[src/rtl/alu_seq.sv]
`default_nettype none
// ============================================================================
// Module  : alu_seq
// Purpose : Sequences one 8-bit operation through a nibble-serial ALU.
//           States: IDLE -> LDA -> LO -> HI -> DONE.
// Revision: 1.0 - initial release
// ============================================================================
module alu_seq #(
    parameter bit BACK2BACK = 1'b0
) (
    input  logic       clk,
    input  logic       reset,
    input  logic       req_valid,
    output logic       req_ready,
    input  logic [2:0] req_op,
    input  logic [7:0] req_a,
    input  logic [7:0] req_b,
    input  logic       req_cin,
    output logic [7:0] alu_op,
    output logic       alu_la,
    output logic       alu_lb,
    output logic       alu_oe,
    output logic       alu_r,
    output logic       alu_s,
    output logic       alu_v,
    output logic       alu_ne,
    output logic       alu_ci,
    output logic       alu_l,
    output logic       alu_h,
    input  logic [7:0] alu_result,
    input  logic       alu_carry,
    input  logic       alu_zero,
    output logic       rsp_valid,
    input  logic       rsp_ready,
    output logic [7:0] rsp_res,
    output logic       rsp_z,
    output logic       rsp_n,
    output logic       rsp_h,
    output logic       rsp_c
);
    localparam logic [2:0] S_IDLE = 3'd0;
    localparam logic [2:0] S_LDA  = 3'd1;
    localparam logic [2:0] S_LO   = 3'd2;
    localparam logic [2:0] S_HI   = 3'd3;
    localparam logic [2:0] S_DONE = 3'd4;

    localparam logic [2:0] OP_ADD = 3'd0;
    localparam logic [2:0] OP_ADC = 3'd1;
    localparam logic [2:0] OP_SUB = 3'd2;
    localparam logic [2:0] OP_SBC = 3'd3;
    localparam logic [2:0] OP_AND = 3'd4;
    localparam logic [2:0] OP_XOR = 3'd5;
    localparam logic [2:0] OP_OR  = 3'd6;
    localparam logic [2:0] OP_CP  = 3'd7;

    logic [2:0] r_state;
    logic [2:0] w_next;
    logic [2:0] r_op;
    logic [7:0] r_a;
    logic [7:0] r_b;
    logic       r_cin;
    logic       r_hc;
    logic [7:0] r_res;
    logic       r_carry;
    logic       r_zero;
    logic       w_accept;
    logic       w_arith;
    logic       w_sub;
    logic [3:0] w_fn;
    logic       w_ci_lo;

    assign req_ready = (r_state == S_IDLE) ||
                       (BACK2BACK && (r_state == S_DONE) && rsp_ready);
    assign w_accept  = req_valid && req_ready;
    assign w_sub     = (r_op == OP_SUB) || (r_op == OP_SBC) || (r_op == OP_CP);
    assign w_arith   = !r_op[2] || (r_op == OP_CP);

    always_ff @(posedge clk or posedge reset) begin
        if (reset) begin
            r_state <= S_IDLE;
        end else begin
            r_state <= w_next;
        end
    end

    always_comb begin
        w_next = r_state;
        case (r_state)
            S_IDLE:  if (w_accept) w_next = S_LDA;
            S_LDA:   w_next = S_LO;
            S_LO:    w_next = S_HI;
            S_HI:    w_next = S_DONE;
            S_DONE:  if (rsp_ready) w_next = w_accept ? S_LDA : S_IDLE;
            default: w_next = S_IDLE;
        endcase
    end

    // Request fields are frozen at acceptance; hc comes from the low-nibble pass.
    always_ff @(posedge clk or posedge reset) begin
        if (reset) begin
            r_op    <= 3'd0;
            r_a     <= 8'h00;
            r_b     <= 8'h00;
            r_cin   <= 1'b0;
            r_hc    <= 1'b0;
            r_res   <= 8'h00;
            r_carry <= 1'b0;
            r_zero  <= 1'b0;
        end else begin
            if (w_accept) begin
                r_op  <= req_op;
                r_a   <= req_a;
                r_b   <= req_b;
                r_cin <= req_cin;
            end
            if (r_state == S_LO) begin
                r_hc <= alu_carry;
            end
            if (r_state == S_HI) begin
                r_res   <= alu_result;
                r_carry <= alu_carry;
                r_zero  <= alu_zero;
            end
        end
    end

    always_comb begin
        w_fn    = 4'b0000;
        w_ci_lo = 1'b0;
        case (r_op)
            OP_ADD:  w_fn = 4'b0000;
            OP_ADC:  w_ci_lo = r_cin;
            OP_SUB:  begin w_fn = 4'b0001; w_ci_lo = 1'b1;   end
            OP_SBC:  begin w_fn = 4'b0001; w_ci_lo = !r_cin; end
            OP_AND:  w_fn = 4'b1000;
            OP_XOR:  w_fn = 4'b0100;
            OP_OR:   w_fn = 4'b1110;
            OP_CP:   begin w_fn = 4'b0001; w_ci_lo = 1'b1;   end
            default: w_fn = 4'b0000;
        endcase
    end

    always_comb begin
        alu_op    = 8'h00;
        alu_la    = 1'b0;
        alu_lb    = 1'b0;
        alu_oe    = 1'b0;
        {alu_r, alu_s, alu_v, alu_ne} = 4'b0000;
        alu_ci    = 1'b0;
        alu_l     = 1'b0;
        alu_h     = 1'b0;
        rsp_valid = 1'b0;
        case (r_state)
            S_LDA: begin
                alu_op = r_a;
                alu_la = 1'b1;
            end
            S_LO: begin
                alu_op = r_b;
                alu_lb = 1'b1;
                alu_l  = 1'b1;
                {alu_r, alu_s, alu_v, alu_ne} = w_fn;
                alu_ci = w_ci_lo;
            end
            S_HI: begin
                alu_h  = 1'b1;
                alu_oe = 1'b1;
                {alu_r, alu_s, alu_v, alu_ne} = w_fn;
                alu_ci = w_arith && r_hc;
            end
            S_DONE:  rsp_valid = 1'b1;
            default: rsp_valid = 1'b0;
        endcase
    end

    // Subtract-class flags report borrow, i.e. the inverted ALU carries.
    assign rsp_res = (r_op == OP_CP) ? r_a : r_res;
    assign rsp_z   = r_zero;
    assign rsp_n   = w_sub;
    assign rsp_h   = (r_op == OP_AND) ? 1'b1 :
                     w_arith ? (w_sub ? !r_hc : r_hc) : 1'b0;
    assign rsp_c   = w_arith ? (w_sub ? !r_carry : r_carry) : 1'b0;

endmodule
`default_nettype wire

[config.mk]
export PLATFORM = sky130hd
export DESIGN_NAME = alu_seq
export DESIGN_NICKNAME = d
export VERILOG_FILES = /design/src/rtl/alu_seq.sv
export SDC_FILE = /design/constraint.sdc
export NUM_CORES = 1
export LEC_CHECK = 0
export CELL_PAD_IN_SITES_DETAIL_PLACEMENT = 1
export CELL_PAD_IN_SITES_GLOBAL_PLACEMENT = 2
export CORE_UTILIZATION = 30
export CTS_BUF_LIST = sky130_fd_sc_hd__clkbuf_2
export CTS_CLUSTER_DIAMETER = 40
export DETAILED_ROUTE_END_ITERATION = 7
export PLACE_DENSITY = 0.83
export SYNTH_ARGS = -nofsm -noshare
export SYNTH_HDL_FRONTEND = slang
export SYNTH_SLANG_ARGS = --single-unit
export TNS_END_PERCENT = 5
[constraint.sdc]
create_clock -name clk -period 3 [get_ports clk]
set_input_delay 0.3 -clock clk [delete_from_list [all_inputs] [get_ports clk]]
set_output_delay 0.3 -clock clk [all_outputs]
set_load 0.01 [all_outputs]
### Yosys cells after proc, flatten, opt, wreduce, memory -nomap -nowiden

Index checks and enable logic that the tools add are counted.

* $add $sub $neg: 0
* $mul: 0
* divide/modulo/power cells: 0
* magnitude comparators: 0
* eq/ne operators: 13
* shift operators: 0
* mux-type cells: 22
* bitwise gates (word level): 0
* reductions and logical operators: 14

Operators by type and width (count)
* 4-bit one-hot mux with 4 select lines: 1
* 8-bit one-hot mux with 2 select lines: 1
* 3-bit equality test, second input constant: 5
* 3-bit one-hot mux with 5 select lines: 1
* 1-bit 2-to-1 mux: 14
* 3-bit by 2-bit equality test with 1-bit output, second input constant: 4
* 8-bit 2-to-1 mux: 1
* 3-bit by 1-bit equality test with 1-bit output, second input constant: 2
* 3-bit 2-to-1 mux: 2
* 1-bit logical NOT: 4
* 2-bit OR reduction: 2
* 3-bit logical NOT: 1
* 1-bit logical OR: 3
* 1-bit one-hot mux with 3 select lines: 1
* 3-bit OR reduction: 1
* 1-bit logical AND: 2
* 2-bit by 1-bit inequality test with 1-bit output, second input constant: 1
* 2-bit inequality test, second input constant: 1
* 1-bit one-hot mux with 2 select lines: 1
* 2-bit AND reduction: 1

* flip-flop bits (word level): 34
* bits in latches: 0
* bits in writable memories: 0
* bits in read-only memories: 0
* output and inout port bits: 32
* word-level logic and storage cells: 58
* memories kept: 0

### Depth between registers and ports, before layout

* depth after elaboration: 6
* gate-level depth with buffers: 5

### Worst setup path after synthesis

OpenSTA, ideal clock, no wires.

* path kind: register -> output
* from: register r_state[0]
* to: output port alu_ci
* arrival time: 1.243 ns
* required time: 2.700 ns
* slack: 1.457 ns
* cell stages (with the launch flop): 6
* path through: dfrtp_1 clkbuf_2 nor3b_2 buf_2 nand2_1 o22ai_1

* word-level cells in the longest chain between the ends: 2

RTL lines
* start, declared: RTL line 56 `logic [2:0] r_state;`
* start signal, assigned: RTL line 82 `r_state <= w_next;`
* 3-bit by 2-bit equality test with 1-bit output: RTL line 153 `case (r_state)`
* 1-bit one-hot mux with 2 select lines (*): RTL line 153
* end, declared: RTL line 27 `output logic alu_ci,`

Every way passes the cells marked *; elsewhere a longest branch is shown, timed or not.

### Worst setup path in the final report

* from: register r_state[0]
* to: output port alu_op[1]

* word-level cells in the longest chain between the ends: 2

RTL lines
* 3-bit by 2-bit equality test with 1-bit output / 3-bit by 1-bit equality test with 1-bit output (equally long branches): RTL line 153
* 8-bit one-hot mux with 2 select lines (*): RTL line 153
* end, declared: RTL line 19 `output logic [7:0] alu_op,`

Marks and branches as above.

==> metrics.md <==
| Metric | Value |
|---|---|
| Place WS | `697 ps` |
| CP Cell Sequence | `nor3b_2 > a22o_1 > clkdlybuf4s50_1` |
| Combined global-route utilization of all metal layers | `15.8%` |
| Area of the die | `roughly 6000 sq um` |
| Peak VDD IR | `0.497 mV` |
| Share of final-layout standard cells stronger than drive strength 1 | `30.1%` |
| Sum of routed wire segments on met1 | `approximately 1900 um` |
| Endpoint type of the worst setup path | `output port` |
| Top library cells by usage in the layout, fill and taps aside | `clkdlybuf4s50_1, mux2_2, dfrtp_1` |
| Vias per cell | `4.86` |
| Number of nets produced by synthesis | `162` |
| Clock period minus final worst setup slack | `2730 ps` |
| Number of storage elements in the synthesis netlist | `34` |
| Number of enable-type register cells in the synthesized netlist | `0` |
| Detailed route wirelength on metal3 | `roughly 300 um` |
| Number of top-level pins | `66` |
| Depth of the CTS H-tree | `2` |
| Fraction of the yosys area taken by sequential cells | `50.9%` |
| Most area-hungry cell type in the Yosys netlist | `dfrtp_1` |
| Maxcap violations | `0` |
| Largest stage delay on the critical path | `720 ps` |
| Detailed-routing iteration count for the pre-antenna-repair pass | `4` |
| GRT Residual Overflow | `0` |
| First-pass GRT wire length | `between 7000 and 8000 um` |
| Critical path fanouts, max | `10` |
| Final count of hold timing violations | `0` |
| TritonCTS clock tree | `yes` |
| P_leak | `0.983 nW` |
| Layout Area Growth over Synthesis | `43.3%` |
| Maximum buffer depth of the clock tree | `2` |
| Share of the synthesized area in the top cell type | `50.9%` |
| Count of non-filler cells in the finished layout | `263` |
| Clock transition at the register clock pins on the worst setup and hold paths after CTS | `~170 ps` |
| Synthesized instance count | `128` |
| Endpoint arrival time on the critical path | `roughly 2400 ps` |
| Total number of vias | `1277` |
| FFs w/ async S/R, synth | `between 90% and 100%` |
| Classification of the worst setup path | `reg -> out` |
| Clock insertion delay at the later pin of the skew report | `360 ps` |
| Final wirelength | `4380 um` |
| Met2 layer wire length in the routed design | `2140 um` |
| Chip height | `76.6 um` |
| Power density over the cells | `between 1000 and 1500 nW/um^2` |
| Most common cell after layout, fill and taps aside | `clkdlybuf4s50_1` |
| Detailed Place HPWL | `3210 um` |
| Clock buffers created by TritonCTS | `5` |
| Final Net Count | `approximately 230` |
| Instance area at placement | `roughly 2400 sq um` |
| Top routing layer in use | `met4` |
| Initial Utilization | `31.9%` |
| Setup ws final | `about 270 ps` |
| Total instance count after detailed placement | `around 260` |
| Post-CTS setup repair buffer count | `0` |
| Count of pins over their slew limit | `0` |
| Number of violations reported at the end of detailed-routing iteration 0 | `35` |
| Most used flip-flop cell after synthesis | `dfrtp_1` |
| Class of the most critical hold timing path | `in -> async` |
| Unrepaired setup endpoints after global routing | `no` |
| Run status | `completed` |
| Post-synth cell types | `32` |
| DRC violations left | `0` |
| Clock root buffer | `clkbuf_2` |
| Slowest cell on the critical path | `nor3b_2` |
| Register area | `851 sq um` |
| Die Width | `76.6 um` |
| Cells resized by post-CTS repair | `0` |
| Clk_skew | `around 9 ps` |
| Most area-consuming cells after synthesis | `dfrtp_1, mux2_2, a22o_1, buf_6, nor3b_2` |
| Number of nets still failing antenna checks after routing | `0` |
| Maximum clock frequency | `roughly 0.37 GHz` |
| Vias in the first global route | `1436` |
| Fillers | `approximately 580` |
| Required @ worst endpoint | `2700 ps` |
| CTS Hold Buffers Added | `0` |
| Antenna Cells | `0` |
| Post-route fraction of the period consumed by the critical path | `approximately nine tenths` |
| Kind of launch point of the worst setup path | `flip-flop` |
| Accumulated negative setup slack | `0 ps` |
| Syn avg cell area | `13.1 sq um` |
| Worst-Margin Slew | `793 ps` |
| Warnings from Yosys | `0` |
| Site row count | `26` |
| Largest net degree at the start of global routing | `35` |
| TritonCTS sink count | `34` |
| Post-DR wirelength/cell | `between 15 and 20 um` |
| Port Buffer Count | `65` |
| Final-report setup violation count | `0` |
| Last weighted congestion value of the routability-driven placer | `0.679` |
| Relative slew margins | `46.9%` |
| Post-synthesis cell area | `about 1700 sq um` |
| Overall Power | `between 2 and 3 mW` |
| Number of antenna violations at the first check in global routing | `0` |
| Area of the multi-input gates | `between 700 and 800 sq um` |
| Placeable core region | `5240 sq um` |
| Post-route cell area | `2390 sq um` |
sequential cells by signal, summed over array words and instances, names as in the netlist:
register  flops
r_state       3
r_b           8
r_carry       1
rsp_z         1
r_cin         1
r_res         8
r_hc          1
r_a           8
r_op          3
critical path: cells and delay by family, from the launching register on:
kind / cells / cell delay, ps
flops: 1 / 530
simple gates: 1 / 720
buf+inv: 1 / 540
compound gates: 1 / 280
through the flow:
step | util (%) | hold slack (ps)
after floorplan | - | 442
after global placement | 45.1 | 485
after detailed placement | 45.1 | 491
after CTS | 45.7 | 315
after global routing | 45.7 | 327
final | 45.7 | 309
logic make-up after synthesis:
family,count (synthesis),synth area share (%)
mux,39,26.3
flops,34,50.9
simple gates,26,9.81
compound gates,15,7.49
buf+inv,13,5.01
xor+xnor,1,0.524
cell usage after synthesis (all sizes together), types with 2 or more instances:
cell / n
mux2: 39
dfrtp: 34
a22o: 10
buf: 8
nor2: 5
nand2: 4
and2: 3
inv: 3
nor3b: 3
clkbuf: 2
nand3: 2
nor2b: 2
nor3: 2
path summary, 6_finish.rpt:
check | startpoint | end | slack, ps | cells past startpoint
hold / removal | reset | r_res[6] | 310 | 3
hold reg to reg | r_res[2] | r_res[2] | 520 | 1
setup / recovery | r_state[0] | alu_op[1] | 270 | 3
max in group asynchronous | reset | r_b[6] | 2380 | 3
min in group clk | r_res[2] | r_res[2] | 520 | 1
setup reg to reg | r_state[2] | r_res[3] | 1410 | 4
cell type report:
| cell class | instances | share of cell area [%] |
|---|---|---|
| sequential | 34 | 35.5 |
| multi-input combinational | 81 | 30.8 |
| timing repair buffer | 68 | 28.1 |
| tap | 70 | 3.66 |
| clock buffer | 7 | 1.46 |
| inverter | 3 | 0.470 |
metal layers:
metal / vias up / GRT usage [%]
met5: - / 0
met4: 0 / 3.46
met3: 6 / 5.63
met2: 52 / 27.0
met1: 639 / 19.0
li1: 580 / -
power by group:
group	leakage (nW)	switching (mW)	internal [mW]
Sequential	0.402	0.219	0.693
Combinational	0.552	0.568	0.924
Clock	0.0291	0.149	0.0608
No activity file was read; power rests on OpenSTA's default activity.
